### config.mk
export PLATFORM = sky130hd
export DESIGN_NAME = regbus_rr_arbiter
export DESIGN_NICKNAME = d
export VERILOG_FILES = /design/src/rtl/regbus_arb_pkg.sv /design/src/rtl/regbus_arb_pick.sv /design/src/rtl/regbus_rr_arbiter.sv
export SDC_FILE = /design/constraint.sdc
export NUM_CORES = 1
export LEC_CHECK = 0
export ABC_AREA = 1
export BUFFER_PORTS_ARGS = -buffer_cell sky130_fd_sc_hd__buf_2
export CAP_MARGIN = 20
export CORE_AREA = 4 4 232 234
export DETAILED_ROUTE_END_ITERATION = 8
export DIE_AREA = 0 0 236 238
export PLACE_DENSITY = 0.46
export RECOVER_POWER = 100
export SLEW_MARGIN = 20
export SYNTH_ARGS = -nofsm -noshare
export SYNTH_HDL_FRONTEND = slang
export SYNTH_HIERARCHICAL = 1
export SYNTH_SLANG_ARGS = --single-unit
export TNS_END_PERCENT = 20
### constraint.sdc
create_clock -name clk_i -period 2.5 [get_ports clk_i]
set_clock_uncertainty 0.15 [all_clocks]
set_input_delay 0.25 -clock clk_i [delete_from_list [all_inputs] [get_ports clk_i]]
set_output_delay 0.25 -clock clk_i [all_outputs]
set_load 0.01 [all_outputs]
### src/rtl/regbus_arb_pkg.sv
// Shared types and helpers for the register-bus round-robin arbiter.
package regbus_arb_pkg;

   // Register-bus request with a 48-bit address and 32-bit data.
   typedef struct packed {
      logic [47:0] addr;
      logic        write;
      logic [31:0] wdata;
      logic [3:0]  wstrb;
      logic        valid;
   } reg_a48_d32_req_t;

   // Register-bus response with 32-bit data.
   typedef struct packed {
      logic [31:0] rdata;
      logic        error;
      logic        ready;
   } reg_a48_d32_rsp_t;

   typedef enum logic [0:0] {
      IDLE = 1'b0,
      BUSY = 1'b1
   } arb_state_e;

   // Width of a requester index, never below one bit.
   function automatic int unsigned calc_idx_width(input int unsigned num_req);
      return (num_req > 1) ? $clog2(num_req) : 1;
   endfunction

   // Width of the watchdog counter, which must be able to hold TimeoutCycles.
   function automatic int unsigned calc_cnt_width(input int unsigned timeout_cycles);
      return (timeout_cycles > 0) ? $clog2(timeout_cycles + 1) : 1;
   endfunction

endpackage

### src/rtl/regbus_arb_pick.sv
// Rotate-priority selector: first valid requester at or after the pointer.
module regbus_arb_pick
   import regbus_arb_pkg::*;
#(
   parameter int unsigned NumReq   = 4,
   parameter int unsigned IdxWidth = calc_idx_width(NumReq)
) (
   input  logic [NumReq-1:0]   valid_i,
   input  logic [IdxWidth-1:0] rr_ptr_i,
   output logic [IdxWidth-1:0] idx_o,
   output logic                any_o
);

   // Scan offsets 0..NumReq-1 from the pointer and keep the first hit.
   always_comb begin
      int unsigned cand;
      // NOTE: every output gets a default before the loop so no path leaves it unassigned (no latch).
      idx_o = '0;
      any_o = 1'b0;
      cand  = 0;
      for (int unsigned off = 0; off < NumReq; off++) begin
         cand = (32'(rr_ptr_i) + off) % NumReq;
         if (!any_o && valid_i[IdxWidth'(cand)]) begin
            any_o = 1'b1;
            idx_o = IdxWidth'(cand);
         end
      end
   end

endmodule

### src/rtl/regbus_rr_arbiter.sv
// Round-robin arbiter sharing one register-bus target among NumReq requesters,
// holding each grant until completion and aborting hung targets via a watchdog.
module regbus_rr_arbiter
   import regbus_arb_pkg::*;
#(
   parameter int unsigned NumReq        = 4,
   parameter int unsigned AddrWidth     = 48,
   parameter int unsigned DataWidth     = 32,
   parameter int unsigned TimeoutCycles = 256,
   parameter type         req_t         = reg_a48_d32_req_t,
   parameter type         rsp_t         = reg_a48_d32_rsp_t
) (
   input  logic                                  clk_i,
   input  logic                                  rst_i,
   input  req_t [NumReq-1:0]                     in_req_i,
   output rsp_t [NumReq-1:0]                     in_rsp_o,
   output req_t                                  out_req_o,
   input  rsp_t                                  out_rsp_i,
   output logic                                  busy_o,
   output logic [calc_idx_width(NumReq)-1:0]     grant_idx_o,
   output logic                                  timeout_o
);

   localparam int unsigned IdxWidth  = calc_idx_width(NumReq);
   localparam int unsigned CntWidth  = calc_cnt_width(TimeoutCycles);
   localparam int unsigned StrbWidth = DataWidth / 8;

   arb_state_e            state_q, state_d;
   logic [IdxWidth-1:0]   idx_q, idx_d;
   logic [IdxWidth-1:0]   rr_ptr_q, rr_ptr_d;
   logic [CntWidth-1:0]   cnt_q, cnt_d;

   logic [NumReq-1:0]     req_valid;
   logic [IdxWidth-1:0]   pick_idx;
   logic                  pick_any;
   logic [IdxWidth-1:0]   idx_inc;
   logic                  wd_expired;

   // Gather the valid bits for the selector.
   always_comb begin
      req_valid = '0;
      for (int unsigned k = 0; k < NumReq; k++) begin
         req_valid[k] = in_req_i[k].valid;
      end
   end

   regbus_arb_pick #(
      .NumReq   (NumReq),
      .IdxWidth (IdxWidth)
   ) u_pick (
      .valid_i  (req_valid),
      .rr_ptr_i (rr_ptr_q),
      .idx_o    (pick_idx),
      .any_o    (pick_any)
   );

   assign idx_inc    = (idx_q == IdxWidth'(NumReq - 1)) ? '0 : idx_q + IdxWidth'(1);
   assign wd_expired = (TimeoutCycles != 0) && (cnt_q == CntWidth'(TimeoutCycles - 1));

   // Next-state, pointer/counter update and request/response muxing.
   always_comb begin
      state_d   = state_q;
      idx_d     = idx_q;
      rr_ptr_d  = rr_ptr_q;
      cnt_d     = cnt_q;
      timeout_o = 1'b0;
      in_rsp_o  = '0;
      out_req_o.addr  = AddrWidth'(0);
      out_req_o.write = 1'b0;
      out_req_o.wdata = DataWidth'(0);
      out_req_o.wstrb = StrbWidth'(0);
      out_req_o.valid = 1'b0;

      unique case (state_q)
         IDLE: begin
            // Grant is taken from registered state next cycle, so valid never
            // propagates combinationally from a requester to the target here.
            if (pick_any) begin
               state_d = BUSY;
               idx_d   = pick_idx;
               cnt_d   = '0;
            end
         end
         BUSY: begin
            out_req_o       = in_req_i[idx_q];
            in_rsp_o[idx_q] = out_rsp_i;
            if (!in_req_i[idx_q].valid) begin
               // Requester abandoned the transfer: release without a response.
               state_d = IDLE;
            end else if (out_rsp_i.ready) begin
               // A real response beats a watchdog expiry in the same cycle.
               state_d  = IDLE;
               rr_ptr_d = idx_inc;
            end else if (wd_expired) begin
               out_req_o.valid       = 1'b0;
               in_rsp_o[idx_q].rdata = DataWidth'(0);
               in_rsp_o[idx_q].error = 1'b1;
               in_rsp_o[idx_q].ready = 1'b1;
               timeout_o             = 1'b1;
               state_d               = IDLE;
               rr_ptr_d              = idx_inc;
            end else if (cnt_q != CntWidth'(TimeoutCycles)) begin
               cnt_d = cnt_q + CntWidth'(1);
            end
         end
         default: state_d = IDLE;
      endcase
   end

   // State, grant index, pointer and watchdog registers.
   always_ff @(posedge clk_i or posedge rst_i) begin
      if (rst_i) begin
         state_q  <= IDLE;
         idx_q    <= '0;
         rr_ptr_q <= '0;
         cnt_q    <= '0;
      end else begin
         // NOTE: non-blocking assignments so every register samples pre-edge values.
         state_q  <= state_d;
         idx_q    <= idx_d;
         rr_ptr_q <= rr_ptr_d;
         cnt_q    <= cnt_d;
      end
   end

   assign busy_o      = (state_q == BUSY);
   assign grant_idx_o = idx_q;

endmodule

==> metrics.yaml, run 1 <==
run_status: "finished with violations"
violations: "setup timing"
dp.cells: 2459
critPathLaunchType: "flop"
syn-mean-instance-area_um2: 4.78
worstSetupEndpointType: "output port"
post-synth-top-area-cell: "nor2_1"
finalNetCount: 2171
ys.warnings.count: 6
synthToLayoutAreaGrowth_pct: 74.9
synth.top_cells.by_area: "nor2_1 (23%), o21ai_0 (15%), nand3_1 (11%), inv_1 (11%), a21oi_1 (7.6%)"
arrival_ps: 2130
synth.top_cells.by_count: "nor2_1 (364), o21ai_0 (174), inv_1 (173)"
yosysMostFrequentCell: "nor2_1"
grt_pass1_wl_um: 54400
share_of_post_route_cells_with_drive_strength_above_1_pct: 42.7
mappedNetlistArea_mm2: 0.00582
vias: 9717
drtIter0Drc: 563
numPortBuffers: 605
worst_ep_required_time_ps: 2100
num_rows: 84
core_area_mm2: 0.0520
finish.cell_count_without_fillers: 2472
hold_viol_final: 0
number_of_antenna_violations_at_the_first_check_in_global_routing: 3
drcViolationCount: 0
ys_seq_area_share_pct: 6.02
synthesis.instances: 1218
floorplan.die.height_um: 238
synth.net_count: 1605
dp_hpwl_um: 31700
global_placement_routability_congestion: 0.843
achievable-frequency_mhz: 396
tightest_hold_check_type: "input pin to flop"
final_min_period_over_clock_period_pct: 101
yosys.area.top_type_share_pct: 23.5
total_leakage_power_nw: 6.38
numCtsBuffers: 3
first_drt_pass_iteration_count: 5
worst-slew-pin-transition_ps: 635
via_count_of_the_first_global_routing_pass: 8944
irDropWorstVdd_v: 0.000434
min_hold_slack_ps: 364
worst_relative_slew_slack_pct: 57.6
die_w_um: 236
power.total_mw: 10.2
synth-main-ff-cell: "dfrtp_1"
worst_skew_pair.late_latency_ps: 250
powerDensity_mw_per_mm2: 998
die-area_mm2: 0.0562
grt_start_max_net_pins: 61
criticalPathCategory: "flop to output port"
cts.htree.levels: 1
drv_cap: 0
postRouteWirelength_um: 38200
final-setup-viol-count: 49
clockBufferDepth: 2
via_per_inst: 3.93
grt_overflow: 0
cts_tree: "yes"
timing.critical_path.fanout_max: 50
slew_viol_final: 0
place_worst_setup_slack_ps: 49.5
synthDistinctLibCells: 29
postSynth.asyncResetShare_pct: 100
wl_per_cell_um: 15.5
period_needed_ps: 2530
total_of_flip_flops_plus_latches_after_synthesis: 14
detail-route-antenna-nets: 0
ctsRootBufferMaster: "clkbuf_16"
grt_util_all_layers_pct: 12.2
postLayoutSetupSlackWorst_ps: -28.1
cts_num_sinks: 14
setup_tns_ps: -621
starting_density_pct: 11.2
rsz0062_at_grt: "yes"
path_clk_slew_ps: 50
design.portCount: 606
synth_enable_flop_cells: 0
==> registers in the layout (all words and copies together) (netlist names) <==
signal and flops:
busy_o 1, grant_idx_o 2, rr_ptr_q 2, cnt_q 9
==> metrics by stage <==
step / utilization, % / instance area [um^2]
6_report: 19.6 / 10200
5_1_grt: 19.6 / 10200
4_1_cts: 18.9 / 9820
3_5_place_dp: 18.6 / 9680
3_3_place_gp: 18.6 / 9680
2_1_floorplan: - / 5820
==> cell usage in the layout, fill, tap and decap left out, types with 26 or more instances in the layout <==
cell	instances
buf_2	590
nor2_1	356
o21ai_0	171
inv_1	163
nand3_1	118
nand2_1	99
a21oi_1	84
buf_4	34
nand3_2	30
inv_2	26
==> worst max-delay path: stages (launching register included) <==
cell and delay, ps:
dfrtp_1 350, ha_2 210, nand3_4 90, nor2_4 100
nand2_2 60, nor2_2 80, ha_2 180, inv_2 40
nor2_4 140, nand2_8 130, buf_12 200, nand3_1 100
inv_1 40, buf_2 140
==> routing by layer <==
layer	share of wire (%)	track usage (%)
met5	0.034	0
met4	2.1	2.63
met3	6.9	2.09
met1	42	15.9
met2	49	21.1
==> where the power goes <==
part           internal [mW]  switching [mW]  leakage [nW]
combinational           3.41            5.99          6.16
sequential             0.292           0.111         0.183
clock                  0.243           0.106        0.0442
==> cell type report <==
cell class              count  area, um^2
diodes                      1        2.50
clock buffers               4        88.8
fillers                  6208       41800
inverters                 192         728
multi-input cells         911        4340
flip-flops and latches     14         358
well taps                 688         861
repair buffers            662        3800
==> kinds of logic after synthesis <==
group / Yosys count / share of synthesized area (%)
and+or+nand+nor: 637 / 47.2
DFF: 14 / 6.02
buffers and inverters: 293 / 22.1
AOI/OAI and AO/OA: 263 / 22.6
adders and majority gates: 7 / 1.50
xor gates and xnor gates: 4 / 0.602
==> timing repair <==
item,CTS,global route
buffers inserted,1,3
endpoints found under the hold margin,14,0
setup endpoints to repair,139,161
hold buffers,1,0
pin swaps,1,0
gates cloned,0,3
gates resized for setup,11,65
==> final timing paths <==
| kind | startpoint | to | slack [ps] | depth (start not counted) |
|---|---|---|---|---|
| worst max register to register | cnt_q[0] | cnt_q[1] | 490 | 12 |
| min in group asynchronous | rst_i | cnt_q[5] | 500 | 3 |
| worst max-delay path | cnt_q[0] | in_rsp_o[89] | -30 | 13 |
| max in group asynchronous | rst_i | grant_idx_o[1] | 1230 | 3 |
| worst min register to register | cnt_q[8] | cnt_q[8] | 410 | 2 |
| worst min-delay path | out_rsp_i[0] | busy_o | 360 | 4 |
No activity file was read; power rests on OpenSTA's default activity.
==> run 2, diff against run 1 <==
- PLACE_DENSITY: 0.46 -> 0.47
- clock period: 2.5 -> 2.15 ns (I/O delays scaled with it)
==> metrics.yaml, run 2 (synthesis results as in run 1) <==
grt_overflow: 0  # unchanged
postRouteWirelength_um: 43500  # was 38200 um
cts_num_sinks: 14  # unchanged
worst_ep_required_time_ps: 1780  # was 2100 ps
max_stage_delay_on_crit_path_ps: 400  # was 350 ps
numPortBuffers: 605  # unchanged
path_cells: "ha_4 > nand3_4 > nor2_4 > nand2_2 > nor2_2 > ha_2 > inv_2 > nor2_4 > buf_12 > nand2_8 > buf_8 > nor2_1 > buf_2"  # was ha_2 > nand3_4 > nor2_4 > nand2_2 > nor2_2 > ha_2 > inv_2 > nor2_4 > nand2_8 > buf_12 > nand3_1 > inv_1 > buf_2
final_cell_mix: "buf_2 (581), nor2_1 (357), inv_1 (161)"  # was buf_2 (590), nor2_1 (356), o21ai_0 (171)
synthToLayoutAreaGrowth_pct: 83.6  # was 74.9%
starting_density_pct: 11.2  # unchanged
wl_per_cell_um: 17.3  # was 15.5 um
achievable-frequency_mhz: 382
post-route-cell-area_mm2: 0.0107  # was 0.0102 mm^2
die-area_mm2: 0.0562  # unchanged
critPathLaunchType: "flop"  # unchanged
detailed_place.area_mm2: 0.00993  # was 0.00968 mm^2
grtUsageMet2_pct: 24.1  # was 21.1%
num_rows: 84  # unchanged
ctsRootBufferMaster: "clkbuf_16"  # unchanged
cts.htree.levels: 1  # unchanged
critPathTopFamily: "simple AND/OR/NAND/NOR gates"  # unchanged
arrival_ps: 2250  # was 2130 ps
largest-register: "cnt_q"  # unchanged
total_leakage_power_nw: 6.61  # was 6.38 nW
setup_tns_ps: -62450  # was -621 ps
vias: 9945  # was 9717
globalRouteMet3Util_pct: 2.27  # was 2.09%
worstSetupEndpointType: "output port"  # unchanged
drcViolationCount: 0  # unchanged
period_needed_ps: 2620
first_drt_pass_iteration_count: 5  # unchanged
worst_relative_slew_slack_pct: 56.4  # was 57.6%
powerDensity_mw_per_mm2: 1190  # was 998 mW/mm^2
core_area_mm2: 0.0520  # unchanged
crit_buf_inv: 4  # unchanged
crit_path_top_delay_cell: "dfrtp_1"  # unchanged
cpMostUsedCell: "nor2_4"
timing.critical_path.fanout_max: 20  # was 50
global_placement_routability_congestion: 0.891  # was 0.843
tightest_hold_check_type: "input pin to flop"  # unchanged
gr-usage-met1_pct: 17.0  # was 15.9%
design.portCount: 606  # unchanged
run_status: "finished with violations"  # unchanged
global_route.peak_usage_layer: "met2"  # unchanged
die_w_um: 236  # unchanged
number_of_antenna_violations_at_the_first_check_in_global_routing: 10  # was 3
drtIter0Drc: 451  # was 563
share_of_post_route_cells_with_drive_strength_above_1_pct: 45.2  # was 42.7%
clockBufferDepth: 2  # unchanged
hold_viol_final: 0  # unchanged
irDropWorstVdd_v: 0.000410  # was 0.000434 V
finalNetCount: 2210  # was 2171
grt_pass1_wl_um: 59100  # was 54400 um
final_min_period_over_clock_period_pct: 122
via_per_inst: 3.96  # was 3.93
min_hold_slack_ps: 355  # was 364 ps
final-setup-viol-count: 206  # was 49
largest_reg_flops: 9  # unchanged
grt_util_all_layers_pct: 13.5  # was 12.2%
slew_viol_final: 0  # unchanged
worst_skew_pair.late_latency_ps: 250  # about the same
mostFrequentLayoutCell: "buf_2"  # unchanged
worst-slew-pin-transition_ps: 654  # was 635 ps
criticalPathCategory: "flop to output port"  # unchanged
power.total_mw: 12.7  # was 10.2 mW
violations: "setup timing"  # unchanged
path_clk_slew_ps: 50  # about the same
via_count_of_the_first_global_routing_pass: 9280  # was 8944
grt_start_max_net_pins: 83  # was 61
drv_cap: 0  # unchanged
cts_tree: "yes"  # unchanged
dp_hpwl_um: 35900  # was 31700 um
floorplan.die.height_um: 238  # unchanged
detail-route-antenna-nets: 0  # unchanged
rsz0062_at_grt: "yes"  # unchanged
postLayoutSetupSlackWorst_ps: -467  # was -28.1 ps
numCtsBuffers: 3  # unchanged
==> run 2: cell count changes in the layout (fill, tap and decap cells not counted), sizes merged <==
cell,delta
buf,+36
clkbuf,+2
diode,+1
nand2,+1
==> run 2: routing by layer <==
layer | routed length [um] | vias to the layer above
met5 | 13 | -
met4 | 1490 | 2
met3 | 2970 | 62
met2 | 21300 | 458
met1 | 17700 | 4411
li1 | - | 5012
==> run 2: layout make-up <==
cell class,count,area [um^2]
fillers,6190,41300
multi-input cells,912,4460
repair buffers,700,4190
well taps,688,861
inverters,192,726
flip-flops and latches,14,359
clock buffers,4,88.8
diodes,2,5.00
==> run 2: power by group <==
group | internal, mW | switching (mW) | leakage, nW
Clock | 0.283 | 0.120 | 0.0442
Combinational | 4.38 | 7.44 | 6.39
Sequential | 0.342 | 0.125 | 0.182
Total | 5.00 | 7.68 | 6.61
==> run 2: path summary, 6_finish.rpt <==
path                              startpoint             end  slack, ps  depth (start not counted)
worst max-delay path                cnt_q[1]       timeout_o       -470                         13
worst min-delay path            out_rsp_i[0]          busy_o        360                          5
worst max register to register      cnt_q[1]        cnt_q[1]        -30                         14
worst min register to register      cnt_q[8]        cnt_q[8]        390                          2
max in group asynchronous              rst_i  grant_idx_o[0]        990                          3
min in group asynchronous              rst_i        cnt_q[2]        420                          3
==> run 2: through the flow <==
step | std cells | worst slack (ps) | utilization, %
2_1_floorplan | 1218 | -33.4 | -
6_report | 2512 | -467 | 20.5
3_3_place_gp | 2488 | -293 | 19.1
3_5_place_dp | 2488 | -315 | 19.1
4_1_cts | 2497 | -349 | 19.7
5_1_grt | 2510 | -594 | 20.5
==> run 2: worst reg2reg max path, cell delays in order (launching register included) <==
cell	delay (ps)
dfrtp_1	410
ha_4	190
nand3_4	90
nor2_4	50
nand2_2	60
nor2_2	40
ha_2	180
buf_4	120
nor2_1	120
inv_1	70
buf_4	150
nor2_1	120
nand2_2	150
nand3_1	110
nand2_1	60
==> run 2: what timing repair did <==
action	CTS	global route
buffers inserted	4	6
gates resized for setup	63	64
pin swaps	12	14
setup endpoints to repair	203	231
gates cloned	0	7
hold endpoints to repair	14	0
hold buffers	1	0
==> run 3, diff against run 2 <==
- CORE_AREA: 4 4 232 234 -> 5 5 236 238
- CTS_BUF_LIST: default -> sky130_fd_sc_hd__clkbuf_8
- DIE_AREA: 0 0 236 238 -> 0 0 241 243
- PLACE_DENSITY: 0.47 -> 0.46
- SETUP_SLACK_MARGIN: default -> 0.3
==> metrics.yaml, run 3 (synthesis results as in run 1) <==
run_status: "finished with violations"  # unchanged
violations: "setup timing"  # unchanged
dp_hpwl_um: 36600  # was 35900 um
postRouteWirelength_um: 44800  # was 43500 um
critPathLaunchType: "flop"  # unchanged
detailed_place.area_mm2: 0.0100  # was 0.00993 mm^2
slew_viol_final: 0  # unchanged
postLayoutSetupSlackWorst_ps: -466  # was -467 ps
die-area_mm2: 0.0586  # was 0.0562 mm^2
number_of_antenna_violations_at_the_first_check_in_global_routing: 9  # was 10
worst_ep_required_time_ps: 1780  # about the same
post-route-cell-area_mm2: 0.0110  # was 0.0107 mm^2
min_hold_slack_ps: 391  # was 355 ps
worstSetupEndpointType: "output port"  # unchanged
crit_path_top_delay_cell: "dfrtp_1"  # unchanged
grt_pass1_wl_um: 61500  # was 59100 um
num_rows: 85  # was 84
worst_skew_pair.late_latency_ps: 250  # about the same
final_cell_mix: "buf_2 (567), nor2_1 (337), inv_1 (153)"  # was buf_2 (581), nor2_1 (357), inv_1 (161)
share_of_post_route_cells_with_drive_strength_above_1_pct: 46.7  # was 45.2%
cts_num_sinks: 14  # unchanged
cts.htree.levels: 1  # unchanged
period_needed_ps: 2620  # about the same
largest_reg_flops: 9  # unchanged
core_area_mm2: 0.0534  # was 0.0520 mm^2
p_int_mw: 5.57  # was 5.00 mW
crit_buf_inv: 5  # was 4
detail-route-antenna-nets: 0  # unchanged
die_w_um: 241  # was 236 um
max_stage_delay_on_crit_path_ps: 350  # was 400 ps
vias: 9922  # was 9945
hold_viol_final: 0  # unchanged
numCtsBuffers: 3  # unchanged
worst_relative_slew_slack_pct: 62.1  # was 56.4%
final_min_period_over_clock_period_pct: 122  # about the same
drv_cap: 0  # unchanged
clockBufferDepth: 2  # unchanged
ctsRootBufferMaster: "clkbuf_8"  # was clkbuf_16
power.combinational.fraction_pct: 95.1  # was 93.1%
grt_overflow: 0  # unchanged
criticalPathCategory: "flop to output port"  # unchanged
cts_tree: "yes"  # unchanged
grt_util_all_layers_pct: 13.7  # was 13.5%
finish.cell_count_without_fillers: 2523  # was 2512
total_leakage_power_nw: 6.70  # was 6.61 nW
first_drt_pass_iteration_count: 5  # unchanged
mostFrequentLayoutCell: "buf_2"  # unchanged
power.total_mw: 13.6  # was 12.7 mW
total_switching_power_mw: 8.04  # was 7.68 mW
finalNetCount: 2214  # was 2210
design.portCount: 606  # unchanged
powerDensity_mw_per_mm2: 1230  # was 1190 mW/mm^2
numPortBuffers: 605  # unchanged
power.switching_fraction_pct: 59.1  # was 60.6%
irDropWorstVdd_v: 0.000456  # was 0.000410 V
grt_start_max_net_pins: 68  # was 83
rsz0062_at_grt: "yes"  # unchanged
via_per_inst: 3.93  # was 3.96
drtIter0Drc: 419  # was 451
dp.cells: 2493  # was 2488
timing.critical_path.fanout_max: 14  # was 20
final-setup-viol-count: 231  # was 206
critPathTopFamily: "simple AND/OR/NAND/NOR gates"  # unchanged
drcViolationCount: 0  # unchanged
path_cells: "ha_2 > nand3_4 > nor2_4 > nand2_2 > nor2_2 > ha_2 > inv_2 > nor2_4 > nand2_8 > buf_12 > buf_6 > nand3_2 > inv_1 > buf_2"  # was ha_4 > nand3_4 > nor2_4 > nand2_2 > nor2_2 > ha_2 > inv_2 > nor2_4 > buf_12 > nand2_8 > buf_8 > nor2_1 > buf_2
achievable-frequency_mhz: 382  # about the same
worst-slew-pin-transition_ps: 569  # was 654 ps
global_placement_routability_congestion: 0.927  # was 0.891
arrival_ps: 2250  # about the same
tightest_hold_check_type: "flop to flop"  # was input pin to flop
synthToLayoutAreaGrowth_pct: 89.7  # was 83.6%
power.share.sequential_pct: 3.2  # was 3.7%
place_worst_setup_slack_ps: -151  # was -315 ps
floorplan.die.height_um: 243  # was 238 um
starting_density_pct: 10.9  # was 11.2%
clock_power_share_pct: 1.7  # was 3.2%
wl_per_cell_um: 17.8  # was 17.3 um
path_clk_slew_ps: 60  # was 50 ps
largest-register: "cnt_q"  # unchanged
via_count_of_the_first_global_routing_pass: 9491  # was 9280
[run 3: changes by cell type in the layout (fill, tap and decap cells not counted), moves of 13 or more]
cell | previous run | this run
nor2_1 | 357 | 337
o21ai_1 | 13 | 43
buf_2 | 581 | 567
nor2_2 | 6 | 19
o21ai_0 | 160 | 130
buf_6 | 19 | 34
[run 3: metrics by stage]
stage	util [%]	setup TNS [ps]
2_1_floorplan	-	0
3_3_place_gp	18.8	-14860
3_5_place_dp	18.8	-12330
4_1_cts	20.1	-54640
5_1_grt	20.7	-102920
6_report	20.7	-69870
[run 3: power by group through the flow]
| stage | Combinational [mW] | Sequential (mW) | Clock [mW] |
|---|---|---|---|
| global placement | 11.7 | 0.485 | 0 |
| CTS | 13.0 | 0.457 | 0.236 |
| floorplan | 6.37 | 0.405 | 0 |
| detailed placement | 11.7 | 0.482 | 0 |
| finish | 12.9 | 0.438 | 0.229 |
| global route | 14.2 | 0.456 | 0.245 |
[run 3: path summary, 6_finish.rpt]
kind	from	to	slack (ps)	cells past startpoint
max in group asynchronous	rst_i	grant_idx_o[1]	1020	3
max	cnt_q[1]	in_rsp_o[105]	-470	14
min reg2reg	cnt_q[8]	cnt_q[8]	390	2
min	cnt_q[8]	cnt_q[8]	390	2
min in group asynchronous	rst_i	cnt_q[8]	410	3
max reg2reg	cnt_q[1]	cnt_q[0]	-60	14
[run 3: layout make-up]
type | count | area (um^2)
diodes | 1 | 2.50
fillers | 6316 | 42300
clock inverters | 1 | 3.75
multi-input cells | 911 | 4520
flip-flops and latches | 14 | 354
inverters | 192 | 733
clock buffers | 3 | 41.3
well taps | 696 | 871
repair buffers | 705 | 4510
[run 3: routing by layer]
metal | vias to the layer above | wire length [um] | track usage [%]
li1 | 5018 | - | -
met1 | 4385 | 18000 | 16.6
met2 | 472 | 22700 | 25.3
met3 | 41 | 3260 | 2.36
met4 | 6 | 745 | 2.32
met5 | - | 41 | 0
[run 3: worst register-to-register path, stage by stage (launching register included)]
cell and delay (ps):
dfrtp_1 380, ha_2 210, nand3_4 100, nor2_4 40
nand2_2 70, nor2_2 40, ha_2 190, nor2_1 150
inv_1 80, buf_4 130, buf_4 130, nor2_1 120
nand2_2 150, nand3_1 110, nand2_1 60
[run 3: what timing repair did]
action,CTS,global route
pin swaps,47,21
hold buffers,1,0
cloned,5,3
hold endpoints to repair,14,0
setup buffers,12,4
gates resized for setup,126,66
setup endpoints to repair,234,237
